<file path="config.mk">
export PLATFORM = sky130hd
export DESIGN_NAME = msp430_clock_switch_ctrl
export DESIGN_NICKNAME = d
export VERILOG_FILES = /design/src/rtl/msp430_clock_pkg.sv /design/src/rtl/msp430_sync_cell.sv /design/src/rtl/msp430_clock_switch_ctrl.sv
export SDC_FILE = /design/constraint.sdc
export NUM_CORES = 1
export LEC_CHECK = 0
export CAP_MARGIN = 10
export CORE_MARGIN = 4
export CORE_UTILIZATION = 45
export CTS_CLUSTER_SIZE = 16
export DETAILED_ROUTE_END_ITERATION = 16
export PLACE_DENSITY_LB_ADDON = 0.3
export SLEW_MARGIN = 30
export SYNTH_ARGS = -nofsm -noshare
export SYNTH_HDL_FRONTEND = slang
export SYNTH_HIERARCHICAL = 1
export SYNTH_SLANG_ARGS = --single-unit
export TNS_END_PERCENT = 10
</file>
<file path="constraint.sdc">
create_clock -name clk_in0_inv -period 3.25 [get_ports clk_in0_inv]
set_input_delay 0.4875 -clock clk_in0_inv [delete_from_list [all_inputs] [get_ports clk_in0_inv]]
set_output_delay 0.4875 -clock clk_in0_inv [all_outputs]
set_load 0.05 [all_outputs]
</file>
<file path="src/rtl/msp430_clock_pkg.sv">
// Shared types and constants for the MSP430 clock-switch controller.
// The output decode lives here so the FSM and any future observers agree on it.
package msp430_clock_pkg;

  localparam int SYNC_STAGES  = 2;
  localparam int FORCE_CYCLES = 4;

  typedef enum logic [2:0] {
    IDLE0,
    WAIT_OSC,
    SW_TO1,
    SEL1,
    SW_TO0,
    FORCE
  } state_e;

  typedef struct packed {
    logic selection;
    logic mux_force_rst;
    logic sel_status;
    logic busy;
  } ctrl_out_t;

  // Moore decode of the per-state outputs.
  function automatic ctrl_out_t state_outputs(input state_e s);
    ctrl_out_t o;
    o = '0;
    case (s)
      WAIT_OSC: o.busy = 1'b1;
      SW_TO1: begin
        o.selection = 1'b1;
        o.busy      = 1'b1;
      end
      SEL1: begin
        o.selection  = 1'b1;
        o.sel_status = 1'b1;
      end
      SW_TO0: o.busy = 1'b1;
      FORCE: begin
        o.mux_force_rst = 1'b1;
        o.busy          = 1'b1;
      end
      default: o = '0;
    endcase
    return o;
  endfunction

endpackage

</file>
<file path="src/rtl/msp430_sync_cell.sv">
// N-stage synchroniser for a single asynchronous level into the local clock domain.
// Clears to 0 on the asynchronous active-high reset.
module msp430_sync_cell
  import msp430_clock_pkg::*;
#(
  parameter int STAGES = SYNC_STAGES
) (
  input  logic clk_i,
  input  logic rst_i,
  input  logic d_i,
  output logic q_o
);

  logic [STAGES-1:0] sync_q;

  // NOTE: sequential state is updated with non-blocking assignments so every
  // stage samples the value its predecessor held before the edge.
  always_ff @(posedge clk_i or posedge rst_i) begin
    if (rst_i) begin
      sync_q <= '0;
    end else begin
      sync_q <= {sync_q[STAGES-2:0], d_i};
    end
  end

  assign q_o = sync_q[STAGES-1];

endmodule

</file>
<file path="src/rtl/msp430_clock_switch_ctrl.sv">
// Initiator side of the glitch-free clock mux handshake: qualifies clk_in1, drives
// the mux selection, supervises clk_in1 while selected and falls back on failure.
module msp430_clock_switch_ctrl
  import msp430_clock_pkg::*;
#(
  parameter int CNT_W       = 8,
  parameter int OSC_TIMEOUT = 200,
  parameter int ACK_TIMEOUT = 32,
  parameter int ACT_WINDOW  = 16
) (
  input  logic clk_in0_inv,
  input  logic reset,
  input  logic req_sel,
  input  logic osc1_ready,
  input  logic clk1_toggle,
  input  logic mux_ack,
  input  logic fail_clr,
  output logic selection,
  output logic mux_force_rst,
  output logic sel_status,
  output logic busy,
  output logic fail_irq,
  output logic fail_flag
);

  localparam logic [CNT_W-1:0] OSC_LIMIT  = CNT_W'(OSC_TIMEOUT);
  localparam logic [CNT_W-1:0] ACK_LIMIT  = CNT_W'(ACK_TIMEOUT);
  localparam logic [CNT_W-1:0] ACT_LIMIT  = CNT_W'(ACT_WINDOW);
  localparam logic [CNT_W-1:0] FORCE_LAST = CNT_W'(FORCE_CYCLES - 1);
  localparam logic [CNT_W-1:0] CNT_MAX    = '1;

  logic osc1_ready_s;
  logic clk1_toggle_s;
  logic mux_ack_s;

  state_e           state_q, state_d;
  logic [CNT_W-1:0] cnt_q, cnt_d;
  logic [1:0]       edge_cnt_q, edge_cnt_d;
  logic             tog_prev_q;
  logic             fail_flag_q, fail_flag_d;
  logic             fail_irq_q;
  logic             fail_ev;
  logic             toggle_edge;
  ctrl_out_t        out_q;

  msp430_sync_cell #(.STAGES(SYNC_STAGES)) u_sync_osc (
    .clk_i (clk_in0_inv),
    .rst_i (reset),
    .d_i   (osc1_ready),
    .q_o   (osc1_ready_s)
  );

  msp430_sync_cell #(.STAGES(SYNC_STAGES)) u_sync_tog (
    .clk_i (clk_in0_inv),
    .rst_i (reset),
    .d_i   (clk1_toggle),
    .q_o   (clk1_toggle_s)
  );

  msp430_sync_cell #(.STAGES(SYNC_STAGES)) u_sync_ack (
    .clk_i (clk_in0_inv),
    .rst_i (reset),
    .d_i   (mux_ack),
    .q_o   (mux_ack_s)
  );

  assign toggle_edge = clk1_toggle_s ^ tog_prev_q;

  // Within each state a fail condition outranks mux_ack_s, which outranks req_sel.
  // NOTE: every combinational output gets a default first so no path can
  // leave it unassigned and infer a latch.
  always_comb begin
    state_d = state_q;
    fail_ev = 1'b0;
    unique case (state_q)
      IDLE0: begin
        if (req_sel && !fail_flag_q) state_d = WAIT_OSC;
      end
      WAIT_OSC: begin
        if (cnt_q == OSC_LIMIT) begin
          fail_ev = 1'b1;
          state_d = IDLE0;
        end else if (!req_sel) begin
          state_d = IDLE0;
        end else if (osc1_ready_s && edge_cnt_q == 2'd2) begin
          state_d = SW_TO1;
        end
      end
      SW_TO1: begin
        if (cnt_q == ACK_LIMIT) begin
          fail_ev = 1'b1;
          state_d = SW_TO0;
        end else if (mux_ack_s) begin
          state_d = SEL1;
        end
      end
      SEL1: begin
        if (cnt_q == ACT_LIMIT || !osc1_ready_s) begin
          fail_ev = 1'b1;
          state_d = SW_TO0;
        end else if (!req_sel) begin
          state_d = SW_TO0;
        end
      end
      SW_TO0: begin
        if (cnt_q == ACK_LIMIT) begin
          state_d = FORCE;
        end else if (!mux_ack_s) begin
          state_d = IDLE0;
        end
      end
      FORCE: begin
        if (cnt_q == FORCE_LAST) state_d = IDLE0;
      end
      default: state_d = IDLE0;
    endcase
  end

  // Shared counter: per-state timeout, doubling as the activity window in SEL1.
  always_comb begin
    if (state_d != state_q) begin
      cnt_d = '0;
    end else if (state_q == SEL1 && toggle_edge) begin
      cnt_d = '0;
    end else if (cnt_q != CNT_MAX) begin
      cnt_d = cnt_q + CNT_W'(1);
    end else begin
      cnt_d = cnt_q;
    end
  end

  // Only edges observed while waiting for the oscillator count as proof of life.
  always_comb begin
    if (state_d != state_q) begin
      edge_cnt_d = 2'd0;
    end else if (state_q == WAIT_OSC && toggle_edge && edge_cnt_q != 2'd2) begin
      edge_cnt_d = edge_cnt_q + 2'd1;
    end else begin
      edge_cnt_d = edge_cnt_q;
    end
  end

  // A new failure wins over a coincident clear.
  always_comb begin
    if (fail_ev) begin
      fail_flag_d = 1'b1;
    end else if (fail_clr) begin
      fail_flag_d = 1'b0;
    end else begin
      fail_flag_d = fail_flag_q;
    end
  end

  always_ff @(posedge clk_in0_inv or posedge reset) begin
    if (reset) begin
      state_q     <= IDLE0;
      cnt_q       <= '0;
      edge_cnt_q  <= 2'd0;
      tog_prev_q  <= 1'b0;
      fail_flag_q <= 1'b0;
      fail_irq_q  <= 1'b0;
      out_q       <= '0;
    end else begin
      state_q     <= state_d;
      cnt_q       <= cnt_d;
      edge_cnt_q  <= edge_cnt_d;
      tog_prev_q  <= clk1_toggle_s;
      fail_flag_q <= fail_flag_d;
      fail_irq_q  <= fail_ev;
      out_q       <= state_outputs(state_d);
    end
  end

  assign selection     = out_q.selection;
  assign mux_force_rst = out_q.mux_force_rst;
  assign sel_status    = out_q.sel_status;
  assign busy          = out_q.busy;
  assign fail_irq      = fail_irq_q;
  assign fail_flag     = fail_flag_q;

endmodule

</file>
==> out/results.tsv, run 1 <==
metric	value	unit
vertical die dimension	62.3	µm
fraction of synthesis flops using an asynchronous set or reset pin	100	%
Gates resized, CTS repair	0	
post-route cell area	1530	µm²
CTS tree	built	
initial DRC count	62	
number of levels the H-tree was split into	1	
total detailed-routing wirelength	2.61	mm
fin nets	154	
number of nets with antenna violations after detailed routing	0	
most common cell after layout, fill and taps aside	dfrtp_1	
number of warnings issued by yosys	6	
cells along the critical path	or4_4 -> or2_4 -> a41o_1 -> or4_4 -> xnor2_4 -> nor4_1	
setup violation total in the final timing report	0	
combined global-route utilization of all metal layers	14.3	%
Vias/cell	6.06	
headroom to the max-slew limit	49.2	%
post-CTS setup repair buffer count	0	
sequential fraction of the synthesis area	49.0	%
WP data required	3.48	ns
final critical path time including I/O delays and setup	2.71	ns
overall die area	3890	µm²
final hold violation count	0	
P per Cell Area	644	nW/µm²
commonest cells after routing, fill and taps aside	dfrtp_1 (26), clkdlybuf4s50_1 (12), inv_1 (10)	
DRC violations left	0	
synthesized netlist net count	139	
maximum clock skew at final layout	0.00420	ns
wire per inst	15.0	µm
share of the core filled with cells in the final layout	55.1	%
worst hold path type	primary input to async pin	
number of diodes added for antenna fixing	0	
arrival time reported for the critical path endpoint	2.95	ns
chip width	62.3	µm
cell type of the slowest stage on the worst timing path	or4_4	
post-synthesis sequential element count	26	
Clk Latency, worst-skew pair	0.32	ns
number of top-level pins	13	
number of placement rows	19	
clock-pin slew on the worst setup and hold paths	0.14	ns
slew of the pin with the lowest slew margin	0.761	ns
number of enable flip-flop cells after synthesis	0	
maximum net fanout on the critical path	10	
GPL Wtd Cong	0.896	
share of cells above drive strength 1	6.99	%
number of max-cap violations	0	
Syn Std Cell Area	1330	µm²
reg2reg setup slack	0.54	ns
total vias in the final route	1054	
initial standard-cell utilization of the core	47.8	%
nature of the critical path startpoint	flip-flop	
Yosys cell types	41	
post-detail-place hpwl	1.95	mm
Leakage Power	0.678	nW
unrepaired setup endpoints after global routing	false	
delay contributed by the slowest stage of the critical path	0.57	ns
most instantiated flip-flop cell in the synthesis netlist	dfrtp_1	
Placed Instance Area	1480	µm²
average instance area after synthesis	10.3	µm²
largest net degree at the start of global routing	21	
run status	complete, no violations	
FMAX	369	MHz
period utilisation layout	83.5	%
Core Box Area	2780	µm²
TritonCTS Sinks	26	
VDD IR max	0.585	mV
number of iterations in the first detailed-routing pass	4	
final count of pins violating max slew	0	
CTS root buf	clkbuf_4	
critical setup path kind	flip-flop to flip-flop	
via count of the first global-routing pass	1022	
maximum number of buffers from clock root to sink	2	
wire length of the first global-routing pass	4.60	mm
number of port buffers	12	
final total negative setup slack	0	ns
final global-route overflow total	0	
post-synthesis instance total	129	
total of hold buffers inserted after clock tree synthesis	0	
TritonCTS Buffers	3	
Setup crit end kind	flip-flop	
dominant cell type by count on the critical path	or4_4	
synthesis-to-finish area growth	15.3	%
antenna violations before repair	0	
stage by stage:
stage	instances	setup WS [ns]	hold WS (ns)	total power, mW
floorplan	129	0.714	0.229	0.688
global placement	170	0.635	0.335	0.761
detailed placement	170	0.559	0.339	0.770
CTS	174	0.529	0.366	0.994
global route	174	0.344	0.366	1.05
finish	174	0.537	0.370	0.987
where the power goes:
| part | internal (mW) | leakage [nW] | switching, mW | total, mW |
|---|---|---|---|---|
| clock network | 0.125 | 0.0279 | 0.0982 | 0.223 |
| registers | 0.368 | 0.340 | 0.0493 | 0.417 |
| logic | 0.150 | 0.310 | 0.197 | 0.347 |
registers in the layout, summed over array words and instances (netlist names), 2 cells and up:
name               count
cnt_q                  8
state_q                3
edge_cnt_q             2
u_sync_ack/sync_q      2
u_sync_osc/sync_q      2
u_sync_tog/sync_q      2
cell usage after synthesis, types with 2 or more instances:
library cell / n / area (µm²)
a211oi_1: 3 / 22.5
a21oi_1: 3 / 15.0
a311o_1: 2 / 20.0
a31oi_1: 3 / 18.8
and3_1: 3 / 18.8
dfrtp_1: 26 / 651
ha_1: 3 / 37.5
inv_1: 10 / 37.5
mux2i_1: 2 / 20.0
nand2_1: 9 / 33.8
nand2b_1: 2 / 12.5
nand3_1: 4 / 20.0
nand3b_1: 3 / 22.5
nand4_1: 3 / 18.8
nor2_1: 8 / 30.0
nor2b_1: 2 / 12.5
nor3_1: 4 / 20.0
nor3b_1: 2 / 15.0
nor4_1: 8 / 50.1
o21ai_0: 2 / 10.0
or3_1: 3 / 18.8
or4_4: 2 / 22.5
xnor2_1: 4 / 35.0
final timing paths:
path                                       from                    to  cells after the start
max                                    cnt_q[7]              cnt_q[3]                      6
min reg2reg                u_sync_ack/sync_q[0]  u_sync_ack/sync_q[1]                      0
max in group asynchronous                 reset            state_q[1]                      2
max reg2reg                            cnt_q[7]              cnt_q[3]                      6
min                                       reset  u_sync_tog/sync_q[0]                      2
min in group clk_in0_inv   u_sync_ack/sync_q[0]  u_sync_ack/sync_q[1]                      0
layer usage:
metal,share of wire (%),global-route usage (%),vias up
met3,5.9,2.52,2
met2,50,22.7,40
met1,43,19.3,513
met4,1.0,5.84,0
met5,0,0,-
li1,-,-,499
logic make-up after synthesis:
logic type	share of synthesized area (%)
fa+ha+maj	2.83
compound gates	10.1
flops	49.0
buf+inv	3.48
simple gates	28.4
xor+xnor	4.71
mux	1.51
critical path: cells and delay by family, from the launching register on:
kind	cells	cell delay, ns
xor+xnor	1	0.21
simple gates	4	1.71
compound gates	1	0.24
flops	1	0.46
cell type report:
cell class | instances | area [µm²]
Multi-Input combinational cell | 91 | 632
Sequential cell | 26 | 651
Fill cell | 228 | 1250
Inverter | 10 | 37.5
Clock inverter | 1 | 30.0
Timing Repair Buffer | 12 | 120
Tap cell | 31 | 38.8
Clock buffer | 3 | 22.5
Note: power is estimated with default switching activity, not from simulation.
==> run 2, diff against run 1 <==
==> constraint.sdc (replaced) <==
create_clock -name clk_in0_inv -period 2.4 [get_ports clk_in0_inv]
set_input_delay 0.36 -clock clk_in0_inv [delete_from_list [all_inputs] [get_ports clk_in0_inv]]
set_output_delay 0.36 -clock clk_in0_inv [all_outputs]
set_load 0.05 [all_outputs]
==> run 2 against run 1 <==
Compared with the run above: the flow now finishes with violations (setup timing); via count grew 3.3%; fmax is 9.0% higher; register-to-register slack worse by 0.63 ns; die area did not move; sequential power rose by 33%; utilization increased by 5.5 points; cell count up 8.0%; clock skew increased by 0.0061 ns; flip-flop and latch count stayed put; largest cell class is now multi-input gates.
==> out/results.tsv, run 2 (synthesized netlist as in run 1, its figures left out) <==
metric	value	unit
run status	complete, but fails checks	
failing checks	setup timing	
P per Cell Area	838	nW/µm²
headroom to the max-slew limit	48.7	%
Clk Latency, worst-skew pair	0.32	ns
CTS root buf	clkbuf_4	
via count of the first global-routing pass	1047	
Leakage Power	0.752	nW
critical setup path kind	flip-flop to flip-flop	
combined global-route utilization of all metal layers	15.5	%
final total negative setup slack	-0.633	ns
WP data required	2.64	ns
chip width	62.3	µm
total detailed-routing wirelength	2.80	mm
share of cells above drive strength 1	19.1	%
post-route cell area	1680	µm²
initial DRC count	47	
Placed Instance Area	1580	µm²
Setup crit end kind	flip-flop	
most common cell after layout, fill and taps aside	dfrtp_1	
reg2reg setup slack	-0.09	ns
final critical path time including I/O delays and setup	2.49	ns
number of top-level pins	13	
arrival time reported for the critical path endpoint	2.73	ns
post-detail-place hpwl	2.08	mm
Worst R2R Path Depth	7	
number of iterations in the first detailed-routing pass	5	
register with the most flip-flops	cnt_q	
number of max-cap violations	0	
origin of the worst setup path	cnt_q[7]	
GPL Wtd Cong	0.872	
Fillers	245	
Core Box Area	2780	µm²
setup violation total in the final timing report	10	
final hold violation count	0	
placed cell count	183	
total vias in the final route	1089	
TritonCTS Sinks	26	
overall die area	3890	µm²
period utilisation layout	104	%
number of levels the H-tree was split into	1	
number of diodes added for antenna fixing	0	
capturing point of the worst reg2reg path	cnt_q[2]	
worst hold path type	primary input to async pin	
number of placement rows	19	
nature of the critical path startpoint	flip-flop	
largest net degree at the start of global routing	21	
VDD IR max	0.582	mV
unrepaired setup endpoints after global routing	true	
registers with the most flip-flops	cnt_q: 8 flops, state_q: 3 flops	
number of nets with antenna violations after detailed routing	0	
FMAX	402	MHz
Setup crit end	cnt_q[2]	
vertical die dimension	62.3	µm
number of flip-flops in the largest register	8	
TritonCTS Buffers	3	
CTS tree	built	
number of port buffers	12	
maximum clock skew at final layout	0.0103	ns
commonest cells after routing, fill and taps aside	dfrtp_1 (26), buf_4 (13), clkdlybuf4s50_1 (12)	
wire length of the first global-routing pass	4.91	mm
maximum net fanout on the critical path	10	
wire per inst	14.9	µm
maximum number of buffers from clock root to sink	2	
synthesis-to-finish area growth	26.7	%
antenna violations before repair	0	
total of hold buffers inserted after clock tree synthesis	0	
clock-pin slew on the worst setup and hold paths	0.14	ns
final global-route overflow total	0	
DRC violations left	0	
slew of the pin with the lowest slew margin	0.769	ns
initial standard-cell utilization of the core	47.8	%
launch instance of the worst register-to-register path	cnt_q[7]	
final count of pins violating max slew	0	
fin nets	168	
Vias/cell	5.79	
final worst-path setup slack	-0.0895	ns
final cell count without fillers	188	
run 2: what timing repair did:
item | CTS | global route
hold endpoints to repair | 0 | 0
buffers inserted | 0 | 1
pin swaps | 1 | 2
setup endpoints to repair | 10 | 11
resized for setup | 2 | 6
run 2: cell type report:
type	count	area [µm²]	share of cell area, %
clock buffers	4	36.3	2.15
inverters	10	37.5	2.23
multi-input cells	91	683	40.6
flip-flops and latches	26	651	38.6
well taps	31	38.8	2.30
repair buffers	26	238	14.1
run 2: critical path, stage by stage (launching register included):
cell and delay [ns]:
dfrtp_1 0.43, or4_4 0.52, or2_4 0.24, a41o_1 0.24, or4_4 0.48, xnor2_4 0.17
buf_12 0.14, nor4_1 0.17
run 2: worst min-delay path by stage:
stage                                     from                   end  slack (ns)  cells past startpoint
after floorplan                          reset  u_sync_ack/sync_q[0]        0.10                      1
after global placement    u_sync_ack/sync_q[0]  u_sync_ack/sync_q[1]        0.34                      0
after detailed placement  u_sync_osc/sync_q[0]  u_sync_osc/sync_q[1]        0.34                      0
after CTS                                reset  u_sync_osc/sync_q[0]        0.25                      2
after global routing                     reset  u_sync_ack/sync_q[1]        0.25                      2
final                                    reset  u_sync_osc/sync_q[0]        0.25                      2
run 2: metal layers:
layer,global-route usage [%],vias to the layer above,share of wire [%]
met3,2.88,5,3.6
met2,25.6,30,51
li1,-,528,-
met5,0,-,0
met4,5.57,0,1.4
met1,20.1,526,44
run 2: per-stage QoR:
step                hold WS, ns  util [%]  power (mW)  setup slack, ns
floorplan                 0.101         -       0.934           0.0117
global placement          0.337      56.7        1.07          -0.0162
detailed placement        0.340      56.7        1.09           -0.101
CTS                       0.246      58.3        1.32          -0.0578
global route              0.247      60.5        1.51           -0.178
finish                    0.250      60.5        1.41          -0.0895
run 2: power by group:
group | switching, mW | total, mW | leakage, nW | internal (mW)
logic | 0.324 | 0.639 | 0.390 | 0.315
clock network | 0.126 | 0.219 | 0.0210 | 0.0928
registers | 0.0542 | 0.553 | 0.340 | 0.498
total | 0.505 | 1.41 | 0.752 | 0.906
